===== src/rtl/uart_cmd_pkg.sv =====
// Shared types for the UART command/response framer.
//   BYTE_W     : width of one serial byte
//   rx_state_t : command assembler states (R_IDLE = index 0, R_ASM = mid-frame)
//   tx_state_t : response serialiser states
package uart_cmd_pkg;

    localparam int BYTE_W = 8;

    typedef enum logic {
        R_IDLE,
        R_ASM
    } rx_state_t;

    typedef enum logic [1:0] {
        T_IDLE,
        T_SEND,
        T_WAIT
    } tx_state_t;

endpackage


===== src/rtl/UART.sv =====
// Byte-level UART core: 8N1, LSB first, BAUD_DIV clk cycles per bit.
// Ports:
//   clk, rst_n   : clock, asynchronous active-low reset
//   RX           : serial input (idles high)
//   TX           : serial output (idles high)
//   rx_rdy       : level, a received byte is waiting in rx_data
//   clr_rx_rdy   : consumer acknowledge for rx_rdy
//   rx_data      : last received byte
//   trmt         : start transmitting tx_data
//   tx_data      : byte to transmit
//   tx_done      : level, set after the stop bit, cleared by the next trmt
module UART #(
    parameter int BAUD_DIV = 2604
) (
    input  logic       clk,
    input  logic       rst_n,
    input  logic       RX,
    output logic       TX,
    output logic       rx_rdy,
    input  logic       clr_rx_rdy,
    output logic [7:0] rx_data,
    input  logic       trmt,
    input  logic [7:0] tx_data,
    output logic       tx_done
);

    localparam int CW = $clog2(BAUD_DIV + 1);
    localparam logic [CW-1:0] FULL = CW'(BAUD_DIV - 1);
    localparam logic [CW-1:0] HALF = CW'(BAUD_DIV / 2);

    typedef enum logic { U_RIDLE, U_RECV } urx_state_t;
    typedef enum logic { U_TIDLE, U_TSEND } utx_state_t;

    // ---------------- receiver ----------------
    urx_state_t    rx_state_q, rx_state_d;
    logic          rx_meta_q, rx_sync_q;
    logic [CW-1:0] rx_baud_q, rx_baud_d;
    logic [3:0]    rx_bits_q, rx_bits_d;
    logic [7:0]    rx_shift_q, rx_shift_d;
    logic          rx_rdy_q, rx_rdy_d;

    always_ff @(posedge clk or negedge rst_n) begin
        if (!rst_n) begin
            rx_meta_q  <= 1'b1;
            rx_sync_q  <= 1'b1;
            rx_state_q <= U_RIDLE;
            rx_baud_q  <= '0;
            rx_bits_q  <= '0;
            rx_shift_q <= '0;
            rx_rdy_q   <= 1'b0;
        end else begin
            rx_meta_q  <= RX;
            rx_sync_q  <= rx_meta_q;
            rx_state_q <= rx_state_d;
            rx_baud_q  <= rx_baud_d;
            rx_bits_q  <= rx_bits_d;
            rx_shift_q <= rx_shift_d;
            rx_rdy_q   <= rx_rdy_d;
        end
    end

    always_comb begin
        rx_state_d = rx_state_q;
        rx_baud_d  = rx_baud_q;
        rx_bits_d  = rx_bits_q;
        rx_shift_d = rx_shift_q;
        rx_rdy_d   = rx_rdy_q;
        if (clr_rx_rdy) rx_rdy_d = 1'b0;
        case (rx_state_q)
            U_RIDLE: begin
                if (!rx_sync_q) begin
                    // first sample lands mid start bit
                    rx_state_d = U_RECV;
                    rx_baud_d  = HALF;
                    rx_bits_d  = '0;
                    rx_rdy_d   = 1'b0;
                end
            end
            U_RECV: begin
                if (rx_baud_q == '0) begin
                    rx_baud_d = FULL;
                    rx_bits_d = rx_bits_q + 4'd1;
                    if (rx_bits_q >= 4'd1 && rx_bits_q <= 4'd8)
                        rx_shift_d = {rx_sync_q, rx_shift_q[7:1]};
                    if (rx_bits_q == 4'd9) begin
                        rx_state_d = U_RIDLE;
                        rx_rdy_d   = 1'b1;
                    end
                end else begin
                    rx_baud_d = rx_baud_q - CW'(1);
                end
            end
            default: rx_state_d = U_RIDLE;
        endcase
    end

    assign rx_rdy  = rx_rdy_q;
    assign rx_data = rx_shift_q;

    // ---------------- transmitter ----------------
    utx_state_t    tx_state_q, tx_state_d;
    logic [9:0]    frame_q, frame_d;
    logic [CW-1:0] tx_baud_q, tx_baud_d;
    logic [3:0]    tx_bits_q, tx_bits_d;
    logic          tx_done_q, tx_done_d;

    always_ff @(posedge clk or negedge rst_n) begin
        if (!rst_n) begin
            tx_state_q <= U_TIDLE;
            frame_q    <= '1;
            tx_baud_q  <= '0;
            tx_bits_q  <= '0;
            tx_done_q  <= 1'b0;
        end else begin
            tx_state_q <= tx_state_d;
            frame_q    <= frame_d;
            tx_baud_q  <= tx_baud_d;
            tx_bits_q  <= tx_bits_d;
            tx_done_q  <= tx_done_d;
        end
    end

    always_comb begin
        tx_state_d = tx_state_q;
        frame_d    = frame_q;
        tx_baud_d  = tx_baud_q;
        tx_bits_d  = tx_bits_q;
        tx_done_d  = tx_done_q;
        if (trmt) begin
            frame_d    = {1'b1, tx_data, 1'b0};
            tx_baud_d  = FULL;
            tx_bits_d  = '0;
            tx_done_d  = 1'b0;
            tx_state_d = U_TSEND;
        end else if (tx_state_q == U_TSEND) begin
            if (tx_baud_q == '0) begin
                tx_baud_d = FULL;
                if (tx_bits_q == 4'd9) begin
                    tx_state_d = U_TIDLE;
                    tx_done_d  = 1'b1;
                end else begin
                    // shift in ones so the line rests high after the stop bit
                    frame_d   = {1'b1, frame_q[9:1]};
                    tx_bits_d = tx_bits_q + 4'd1;
                end
            end else begin
                tx_baud_d = tx_baud_q - CW'(1);
            end
        end
    end

    assign TX      = frame_q[0];
    assign tx_done = tx_done_q;

endmodule


===== src/rtl/uart_cmd_framer.sv =====
// Command/response framer on top of the byte-level UART core.
// Assembles CMD_BYTES received bytes (first byte in the MSBs) into cmd,
// discards partial frames after TO_CYCLES idle clocks, and serialises a
// RESP_BYTES-wide response MSB byte first.
// Ports:
//   clk, rst_n   : clock, asynchronous active-low reset
//   RX, TX       : serial lines
//   cmd          : last completed command
//   cmd_rdy      : unconsumed command present
//   clr_cmd_rdy  : consumer acknowledge (clears cmd_rdy and cmd_ovr)
//   cmd_ovr      : sticky, a completed command was dropped
//   timeout_err  : one-cycle pulse when a partial frame is discarded
//   resp_trmt    : start a response (accepted only when idle)
//   resp_data    : response word, captured on acceptance
//   resp_busy    : response in progress
//   resp_done    : one-cycle pulse after the last response byte
module uart_cmd_framer
    import uart_cmd_pkg::*;
#(
    parameter int CMD_BYTES  = 2,
    parameter int RESP_BYTES = 1,
    parameter int TO_CYCLES  = 100000,
    parameter int BAUD_DIV   = 2604
) (
    input  logic                       clk,
    input  logic                       rst_n,
    input  logic                       RX,
    output logic                       TX,
    output logic [BYTE_W*CMD_BYTES-1:0] cmd,
    output logic                       cmd_rdy,
    input  logic                       clr_cmd_rdy,
    output logic                       cmd_ovr,
    output logic                       timeout_err,
    input  logic                       resp_trmt,
    input  logic [BYTE_W*RESP_BYTES-1:0] resp_data,
    output logic                       resp_busy,
    output logic                       resp_done
);

    localparam int CMD_W  = BYTE_W * CMD_BYTES;
    localparam int RESP_W = BYTE_W * RESP_BYTES;
    localparam int IDX_W  = $clog2(CMD_BYTES);
    localparam int TO_W   = $clog2(TO_CYCLES) + 1;
    localparam int REM_W  = $clog2(RESP_BYTES + 1);
    localparam logic [IDX_W-1:0] LAST_IDX = IDX_W'(CMD_BYTES - 1);
    localparam logic [TO_W-1:0]  TO_LAST  = TO_W'(TO_CYCLES - 1);

    // UART core interface
    logic        rx_rdy;
    logic        clr_rx_rdy;
    logic [7:0]  rx_data;
    logic        trmt;
    logic [7:0]  tx_data;
    logic        tx_done;

    UART #(
        .BAUD_DIV(BAUD_DIV)
    ) u_uart (
        .clk        (clk),
        .rst_n      (rst_n),
        .RX         (RX),
        .TX         (TX),
        .rx_rdy     (rx_rdy),
        .clr_rx_rdy (clr_rx_rdy),
        .rx_data    (rx_data),
        .trmt       (trmt),
        .tx_data    (tx_data),
        .tx_done    (tx_done)
    );

    // ---------------- command assembler ----------------
    rx_state_t        rx_state_q, rx_state_d;
    logic [IDX_W-1:0] idx_q, idx_d;
    logic [CMD_W-1:0] asm_q, asm_d;
    logic [TO_W-1:0]  to_cnt_q, to_cnt_d;
    logic [CMD_W-1:0] cmd_q, cmd_d;
    logic             cmd_rdy_q, cmd_rdy_d;
    logic             cmd_ovr_q, cmd_ovr_d;
    logic             to_err_q, to_err_d;
    logic [CMD_W-1:0] asm_shift;
    logic             to_hit;

    assign asm_shift = {asm_q[CMD_W-BYTE_W-1:0], rx_data};
    assign to_hit    = (TO_CYCLES != 0) && (to_cnt_q == TO_LAST);

    always_ff @(posedge clk or negedge rst_n) begin
        if (!rst_n) begin
            rx_state_q <= R_IDLE;
            idx_q      <= '0;
            asm_q      <= '0;
            to_cnt_q   <= '0;
            cmd_q      <= '0;
            cmd_rdy_q  <= 1'b0;
            cmd_ovr_q  <= 1'b0;
            to_err_q   <= 1'b0;
        end else begin
            rx_state_q <= rx_state_d;
            idx_q      <= idx_d;
            asm_q      <= asm_d;
            to_cnt_q   <= to_cnt_d;
            cmd_q      <= cmd_d;
            cmd_rdy_q  <= cmd_rdy_d;
            cmd_ovr_q  <= cmd_ovr_d;
            to_err_q   <= to_err_d;
        end
    end

    always_comb begin
        rx_state_d = rx_state_q;
        idx_d      = idx_q;
        asm_d      = asm_q;
        to_cnt_d   = to_cnt_q;
        cmd_d      = cmd_q;
        cmd_rdy_d  = cmd_rdy_q;
        cmd_ovr_d  = cmd_ovr_q;
        to_err_d   = 1'b0;
        clr_rx_rdy = 1'b0;

        if (clr_cmd_rdy) begin
            cmd_rdy_d = 1'b0;
            cmd_ovr_d = 1'b0;
        end

        case (rx_state_q)
            R_IDLE: begin
                to_cnt_d = '0;
                if (rx_rdy) begin
                    clr_rx_rdy = 1'b1;
                    asm_d      = asm_shift;
                    idx_d      = IDX_W'(1);
                    rx_state_d = R_ASM;
                end
            end
            R_ASM: begin
                if (to_hit) begin
                    to_err_d   = 1'b1;
                    to_cnt_d   = '0;
                    idx_d      = '0;
                    asm_d      = '0;
                    rx_state_d = R_IDLE;
                    // a byte landing in the timeout cycle opens a new frame
                    if (rx_rdy) begin
                        clr_rx_rdy = 1'b1;
                        asm_d      = CMD_W'(rx_data);
                        idx_d      = IDX_W'(1);
                        rx_state_d = R_ASM;
                    end
                end else if (rx_rdy) begin
                    clr_rx_rdy = 1'b1;
                    to_cnt_d   = '0;
                    if (idx_q == LAST_IDX) begin
                        idx_d      = '0;
                        asm_d      = '0;
                        rx_state_d = R_IDLE;
                        if (!cmd_rdy_q || clr_cmd_rdy) begin
                            // completion overrides a same-cycle clear entirely
                            cmd_d     = asm_shift;
                            cmd_rdy_d = 1'b1;
                            cmd_ovr_d = cmd_ovr_q;
                        end else begin
                            cmd_ovr_d = 1'b1;
                        end
                    end else begin
                        idx_d = idx_q + IDX_W'(1);
                        asm_d = asm_shift;
                    end
                end else if (TO_CYCLES != 0) begin
                    to_cnt_d = to_cnt_q + TO_W'(1);
                end
            end
            default: rx_state_d = R_IDLE;
        endcase
    end

    assign cmd         = cmd_q;
    assign cmd_rdy     = cmd_rdy_q;
    assign cmd_ovr     = cmd_ovr_q;
    assign timeout_err = to_err_q;

    // ---------------- response serialiser ----------------
    tx_state_t         tx_state_q, tx_state_d;
    logic [RESP_W-1:0] shreg_q, shreg_d;
    logic [REM_W-1:0]  rem_q, rem_d;
    logic              busy_q, busy_d;
    logic              done_q, done_d;

    always_ff @(posedge clk or negedge rst_n) begin
        if (!rst_n) begin
            tx_state_q <= T_IDLE;
            shreg_q    <= '0;
            rem_q      <= '0;
            busy_q     <= 1'b0;
            done_q     <= 1'b0;
        end else begin
            tx_state_q <= tx_state_d;
            shreg_q    <= shreg_d;
            rem_q      <= rem_d;
            busy_q     <= busy_d;
            done_q     <= done_d;
        end
    end

    always_comb begin
        tx_state_d = tx_state_q;
        shreg_d    = shreg_q;
        rem_d      = rem_q;
        busy_d     = busy_q;
        done_d     = 1'b0;
        trmt       = 1'b0;
        case (tx_state_q)
            T_IDLE: begin
                if (resp_trmt) begin
                    shreg_d    = resp_data;
                    rem_d      = REM_W'(RESP_BYTES);
                    busy_d     = 1'b1;
                    tx_state_d = T_SEND;
                end
            end
            T_SEND: begin
                // one-cycle strobe; waiting a cycle lets the core drop the
                // previous byte's tx_done before it is looked at
                trmt       = 1'b1;
                tx_state_d = T_WAIT;
            end
            T_WAIT: begin
                if (tx_done) begin
                    shreg_d = shreg_q << BYTE_W;
                    rem_d   = rem_q - REM_W'(1);
                    if (rem_q == REM_W'(1)) begin
                        done_d     = 1'b1;
                        busy_d     = 1'b0;
                        tx_state_d = T_IDLE;
                    end else begin
                        tx_state_d = T_SEND;
                    end
                end
            end
            default: tx_state_d = T_IDLE;
        endcase
    end

    assign tx_data   = shreg_q[RESP_W-1 -: BYTE_W];
    assign resp_busy = busy_q;
    assign resp_done = done_q;

endmodule

===== config.mk =====
export PLATFORM = sky130hd
export DESIGN_NAME = uart_cmd_framer
export DESIGN_NICKNAME = d
export VERILOG_FILES = /design/src/rtl/uart_cmd_pkg.sv /design/src/rtl/UART.sv /design/src/rtl/uart_cmd_framer.sv
export SDC_FILE = /design/constraint.sdc
export NUM_CORES = 1
export LEC_CHECK = 0
export BUFFER_PORTS_ARGS = -buffer_cell sky130_fd_sc_hd__buf_2
export CAP_MARGIN = 20
export CORE_UTILIZATION = 40
export CTS_BUF_LIST = sky130_fd_sc_hd__clkbuf_16
export CTS_CLUSTER_SIZE = 8
export DETAILED_ROUTE_END_ITERATION = 12
export PLACE_DENSITY_LB_ADDON = 0.1
export SKIP_LAST_GASP = 1
export SLEW_MARGIN = 20
export SYNTH_ARGS = -nofsm -noshare
export SYNTH_HDL_FRONTEND = slang
export SYNTH_SLANG_ARGS = --single-unit

===== constraint.sdc =====
create_clock -name clk -period 2.65 [get_ports clk]
set_input_delay 0.265 -clock clk [delete_from_list [all_inputs] [get_ports clk]]
set_output_delay 0.265 -clock clk [all_outputs]
set_load 0.005 [all_outputs]

### Yosys cells after proc, flatten, opt, wreduce, memory -nomap -nowiden

Index checks and enable logic that the tools add are counted.

| storage, ports and cells | value |
|---|---|
| bits in registers | 116 |
| input port bits | 13 |
| output and inout port bits | 22 |

| cells by class | value |
|---|---|
| add/sub/neg operators | 7 |
| $lt $le $gt $ge | 2 |
| equality and inequality tests | 14 |
| muxes and demuxes | 84 |
| bitwise gates (word level) | 3 |
| reductions and logical operators | 19 |

Operators with widths:

| kind | number |
|---|---|
| $mux 12 | 5 |
| $mux 8 | 7 |
| $mux 1 | 46 |
| $mux 10 | 4 |
| $mux 18 | 2 |
| $pmux 18 s2 | 1 |
| $pmux 8 s2 | 2 |
| $logic_not 12->1 | 2 |
| $mux 4 | 6 |
| $pmux 12 s2 | 1 |
| $sub 12x1->12 const B | 2 |
| $add 18x1->18 const B | 1 |
| $eq 18x17->1 const B | 1 |
| $pmux 1 s2 | 6 |
| $reduce_and 3->1 | 4 |
| $ne 2x2->1 const B | 5 |
| $add 4x1->4 const B | 2 |
| $eq 4x4->1 const B | 2 |
| $pmux 4 s2 | 1 |
| $reduce_bool 2->1 | 4 |
| $pmux 2 s3 | 1 |
| $reduce_and 2->1 | 3 |
| $ne 5x5->1 const B | 1 |
| $reduce_and 5->1 | 1 |
| 15 further kinds | 19 |

### Logic depth before layout (Yosys ltp)

| logic depth | value |
|---|---|
| word-level depth | 7 |
| gate-level depth with buffers | 8 |

### By module

Synthesis repeated with hierarchy kept, for this count alone.

| unflattened totals | value |
|---|---|
| cell total of the unflattened synthesis | 519 |
| area total of the unflattened synthesis | 5625.4 um2 |

By module, submodules not included:

| module | instances | cells an instance | area each (um2) | seq. area each (um2) |
|---|---|---|---|---|
| UART | 1 | 290 | 2969.1 | 1390.1 |
| uart_cmd_framer | 1 | 229 | 2656.3 | 1501.4 |

### Worst setup path before layout

No wires, ideal clock.

| timing path | value |
|---|---|
| path kind | reg-to-reg |
| from | reg to_cnt_q[5] |
| to | reg asm_q[0] |
| setup time | 0.142 ns |
| arrival time | 1.907 ns |
| slack | 0.601 ns |
| cell stages (with the launch flop) | 6 |
| cells stage by stage | dfrtp_1 or4_1 nor4_1 and4_1 mux2i_1 nor2_1 |

| on the way | value |
|---|---|
| word-level cells in the longest chain between the ends | 3 |
| elaborated cells on any way between the ends | 5 |
| those cells by class | eq/ne (2); mux (2); reduce/logical (1) |

RTL lines:

| element | RTL line | source |
|---|---|---|
| start, declared | uart_cmd_framer.sv:75 | `logic [TO_W-1:0] to_cnt_q, to_cnt_d;` |
| start signal, assigned | uart_cmd_framer.sv:100 | `to_cnt_q <= to_cnt_d;` |
| $eq 18x17->1 (*) | uart_cmd_framer.sv:84 | `assign to_hit = (TO_CYCLES != 0) && (to_cnt_q == TO_LAST);` |
| $mux 8 or $ne 3x1->1 (tied branches) | -- |  |
| $pmux 8 s2 or $reduce_and 2->1 (tied branches) | -- |  |
| end signal, assigned | uart_cmd_framer.sv:99 | `asm_q <= asm_d;` |
| end, declared | uart_cmd_framer.sv:74 | `logic [CMD_W-1:0] asm_q, asm_d;` |

Mark *: on every way between the ends. The rest lies on a longest branch, timed or not.
A chain may end at the register's enable or synchronous reset.

### Worst setup path in the final report

| timing path | value |
|---|---|
| from | reg u_uart.tx_baud_q[6] |
| to | reg u_uart.frame_q[7] |

| on the way | value |
|---|---|
| word-level cells in the longest chain between the ends | 3 |

RTL lines:

| element | RTL line | source |
|---|---|---|
| start, declared | UART.sv:103 | `logic [CW-1:0] tx_baud_q, tx_baud_d;` |
| start signal, assigned | UART.sv:117 | `tx_baud_q <= tx_baud_d;` |
| $logic_not 12->1 | UART.sv:136 | `if (tx_baud_q == '0) begin` |
| $reduce_bool 2->1 (no line) | -- |  |
| $reduce_and 3->1 (no line) | -- |  |
| end signal, assigned | UART.sv:116 | `frame_q <= frame_d;` |
| end, declared | UART.sv:102 | `logic [9:0] frame_q, frame_d;` |

Every way passes these cells.

==> run_results.csv <==
group,metric,value,unit
status,status,"complete, no violations",
routing,routed_via_density,5.093,
synthesis,yosys_warnings,0,
placement,placed_area,5607,µm²
routing,drt-total-wl,9898,µm
setup_path,start_kind,"flip-flop",
setup_path,crit_slowest_cell,"or4_1",
routing,vias,3657,
power_and_ir_drop,pwr_density_cell,809.6,nW/µm²
routing,remaining_drc_errors,0,
setup_path,max_stage_delay,0.69,ns
layout,fin_nets,557,
sta,fin_crit_sh,84.10,%
setup_path,crit_required,2.98,ns
setup_path,path_max_fanout,9,
synthesis,ys_seq_area_share,55.21,%
global_routing,grt_pass1_wl,17350,µm
layout,drive_gt1_share,18.13,%
layout,antennaDiodeCount,0,
routing,first_pass_iters,4,
synthesis,async_flop_share,100.0,%
clock_tree,cts_root_buffer,"clkbuf_16",
setup_path,end_kind,"flip-flop",
clock_tree,htree_levels,4,
global_routing,antenna_found_initial,0,
sta,drv_slew,0,
synthesis,synth_edf_count,0,
clock_tree,cts_setup_buffers,0,
setup_path,crit_family,"simple AND/OR/NAND/NOR gates",
power_and_ir_drop,vdd.ir_drop.worst,485.8,µV
setup_path,crit_chain,"or4_1, nor4_4, and3_1, nand2_1, a31oi_1",
global_routing,grt_start_max_net_pins,59,
setup_path,path_buf_inv,0,
power_and_ir_drop,total_power,5.019,mW
placement,dp.cells,685,
clock_tree,insertion_delay,0.41,ns
clock_tree,clockBufferDepth,2,
synthesis,syn_nets,513,
clock_tree,numCtsBuffers,17,
floorplanning,fp.dieW,116.4,µm
sta,relSlewSlack,50.78,%
routing,ant_nets,0,
synthesis,ys_types,54,
floorplanning,core_area,12670,µm²
sta,worst_pin_slew,0.7383,ns
global_routing,gr-usage-all-layers,16.93,%
placement,dp_slack,0.4367,ns
clock_tree,cts_tree,"yes",
routing,drtIter0Drc,206,
synthesis,synth_flop_cell,"dfrtp_1",
floorplanning,die_area,13560,µm²
clock_tree,clkSinkCount,115,
placement,io_buffers,34,
sta,max_freq,448.7,MHz
layout,areaGrowthSynthToFinish,18.37,%
sta,skew,0.008226,ns
placement,globalplace.congestion,0.7924,
placement,hpwl,6554,µm
global_routing,first_global_vias,3545,
floorplanning,start_util,41.34,%
synthesis,syn_area_per_cell,10.69,µm²
floorplanning,rows,41,
sta,setup_viol,0,
clock_tree,post_cts_resized,0,
synthesis,ys_seq_elements,115,
sta,setup_tns,0,ns
min_path,hold_path.class,"in -> reg",
sta,hold_viol,0,
power_and_ir_drop,leakage,2.889,nW
sta,rsz0062_at_grt,"no",
sta,holdWs,0.06912,ns
sta,fin_ws,0.4214,ns
setup_path,crit_arrival,2.56,ns
clock_tree,clk_pin_slew,0.05,ns
synthesis,postSynthCellCount,490,
floorplanning,die_h,116.4,µm
routing,post_drt_wl_per_cell,13.79,µm
layout,final_cells,718,
floorplanning,num_io_pins,35,
synthesis,syn-cell-area,5238,µm²
setup_path,critical_path_class,"reg -> reg",
layout,fin_util,48.93,%
global_routing,overflow,0,
flow_run,cap_violations,0,
clock_tree,cts_hold_buf,2,
sta,fin_crit,2.229,ns
layout,stdcell_area,6200,µm²
setup_path,rrSetupSlack,0.42,ns
## area by class of cell
class,instances,area (µm²)
Fill cell,1204,6471
Tap cell,172,215.2
Multi-Input combinational cell,339,2187
Clock inverter,14,147.6
Timing Repair Buffer,45,272.8
Inverter,16,60.06
Sequential cell,115,2892
Clock buffer,17,425.4
## final timing paths
| path | start | to | cells after the start |
|---|---|---|---|
| setup / recovery | u_uart.tx_baud_q[6] | u_uart.frame_q[7] | 5 |
| hold / removal | resp_data[3] | shreg_q[3] | 2 |
| setup reg to reg | u_uart.tx_baud_q[6] | u_uart.frame_q[7] | 5 |
| hold reg to reg | u_uart.rx_meta_q | u_uart.rx_sync_q | 0 |
| max in group asynchronous | rst_n | u_uart.rx_meta_q | 3 |
| min in group asynchronous | rst_n | cmd_ovr | 2 |
## cells by family (layout without fill, tap and decap cells)
| family | count (synthesis) | in the layout | synth area share, % |
|---|---|---|---|
| buffers and inverters | 36 | 92 | 3.034 |
| and+or+nand+nor | 198 | 198 | 18.66 |
| DFF | 115 | 115 | 55.21 |
| xor gates and xnor gates | 31 | 31 | 5.184 |
| muxes | 35 | 35 | 7.286 |
| AOI/OAI and AO/OA | 65 | 65 | 8.242 |
| adders and majority gates | 10 | 10 | 2.389 |
## flip-flops by register name, summed over array words and instances, names as in the netlist, 2 cells and up
name and flops:
to_cnt_q 18, cmd 16, u_uart.rx_baud_q 12, u_uart.tx_baud_q 12, u_uart.frame_q 9, asm_q 8, shreg_q 8, u_uart.rx_data 8
u_uart.rx_bits_q 4, u_uart.tx_bits_q 4, tx_state_q 2
## report_power, final
part / internal [mW] / total, mW / switching (mW)
Sequential: 2.03 / 2.21 / 0.179
Combinational: 0.266 / 0.594 / 0.328
Clock: 1.45 / 2.22 / 0.771
Total: 3.74 / 5.02 / 1.28
## metal layers
| layer | global-route usage (%) | part of all wire (%) |
|---|---|---|
| met1 | 23.26 | 51 |
| met2 | 24.30 | 45 |
| met3 | 5.138 | 2.6 |
| met4 | 8.205 | 2.1 |
| met5 | 0 | 0 |
## placed cells by master, fill, tap and decap left out, drive strengths merged, types with 11 or more instances in the layout
master / n
dfrtp: 104
mux2: 25
inv: 18
a21oi: 16
buf: 43
o21ai: 15
nand3: 15
nand2: 46
dfstp: 11
xor2: 16
xnor2: 15
and3: 11
nor2: 67
nor3: 12
clkbuf: 17
## cell usage after synthesis (all sizes together) (11+ instances only)
master	n	area (µm²)
nand3	15	75.07
dfstp	11	289.0
nand2	46	172.7
inv	16	60.06
mux2	25	281.5
xor2	16	140.1
o21ai	15	75.07
nor2	67	251.5
xnor2	15	131.4
clkbuf	11	41.29
nor3	12	70.07
dfrtp	104	2603
a21oi	16	80.08
and3	11	68.82
Power figures use the tool's default switching activity.
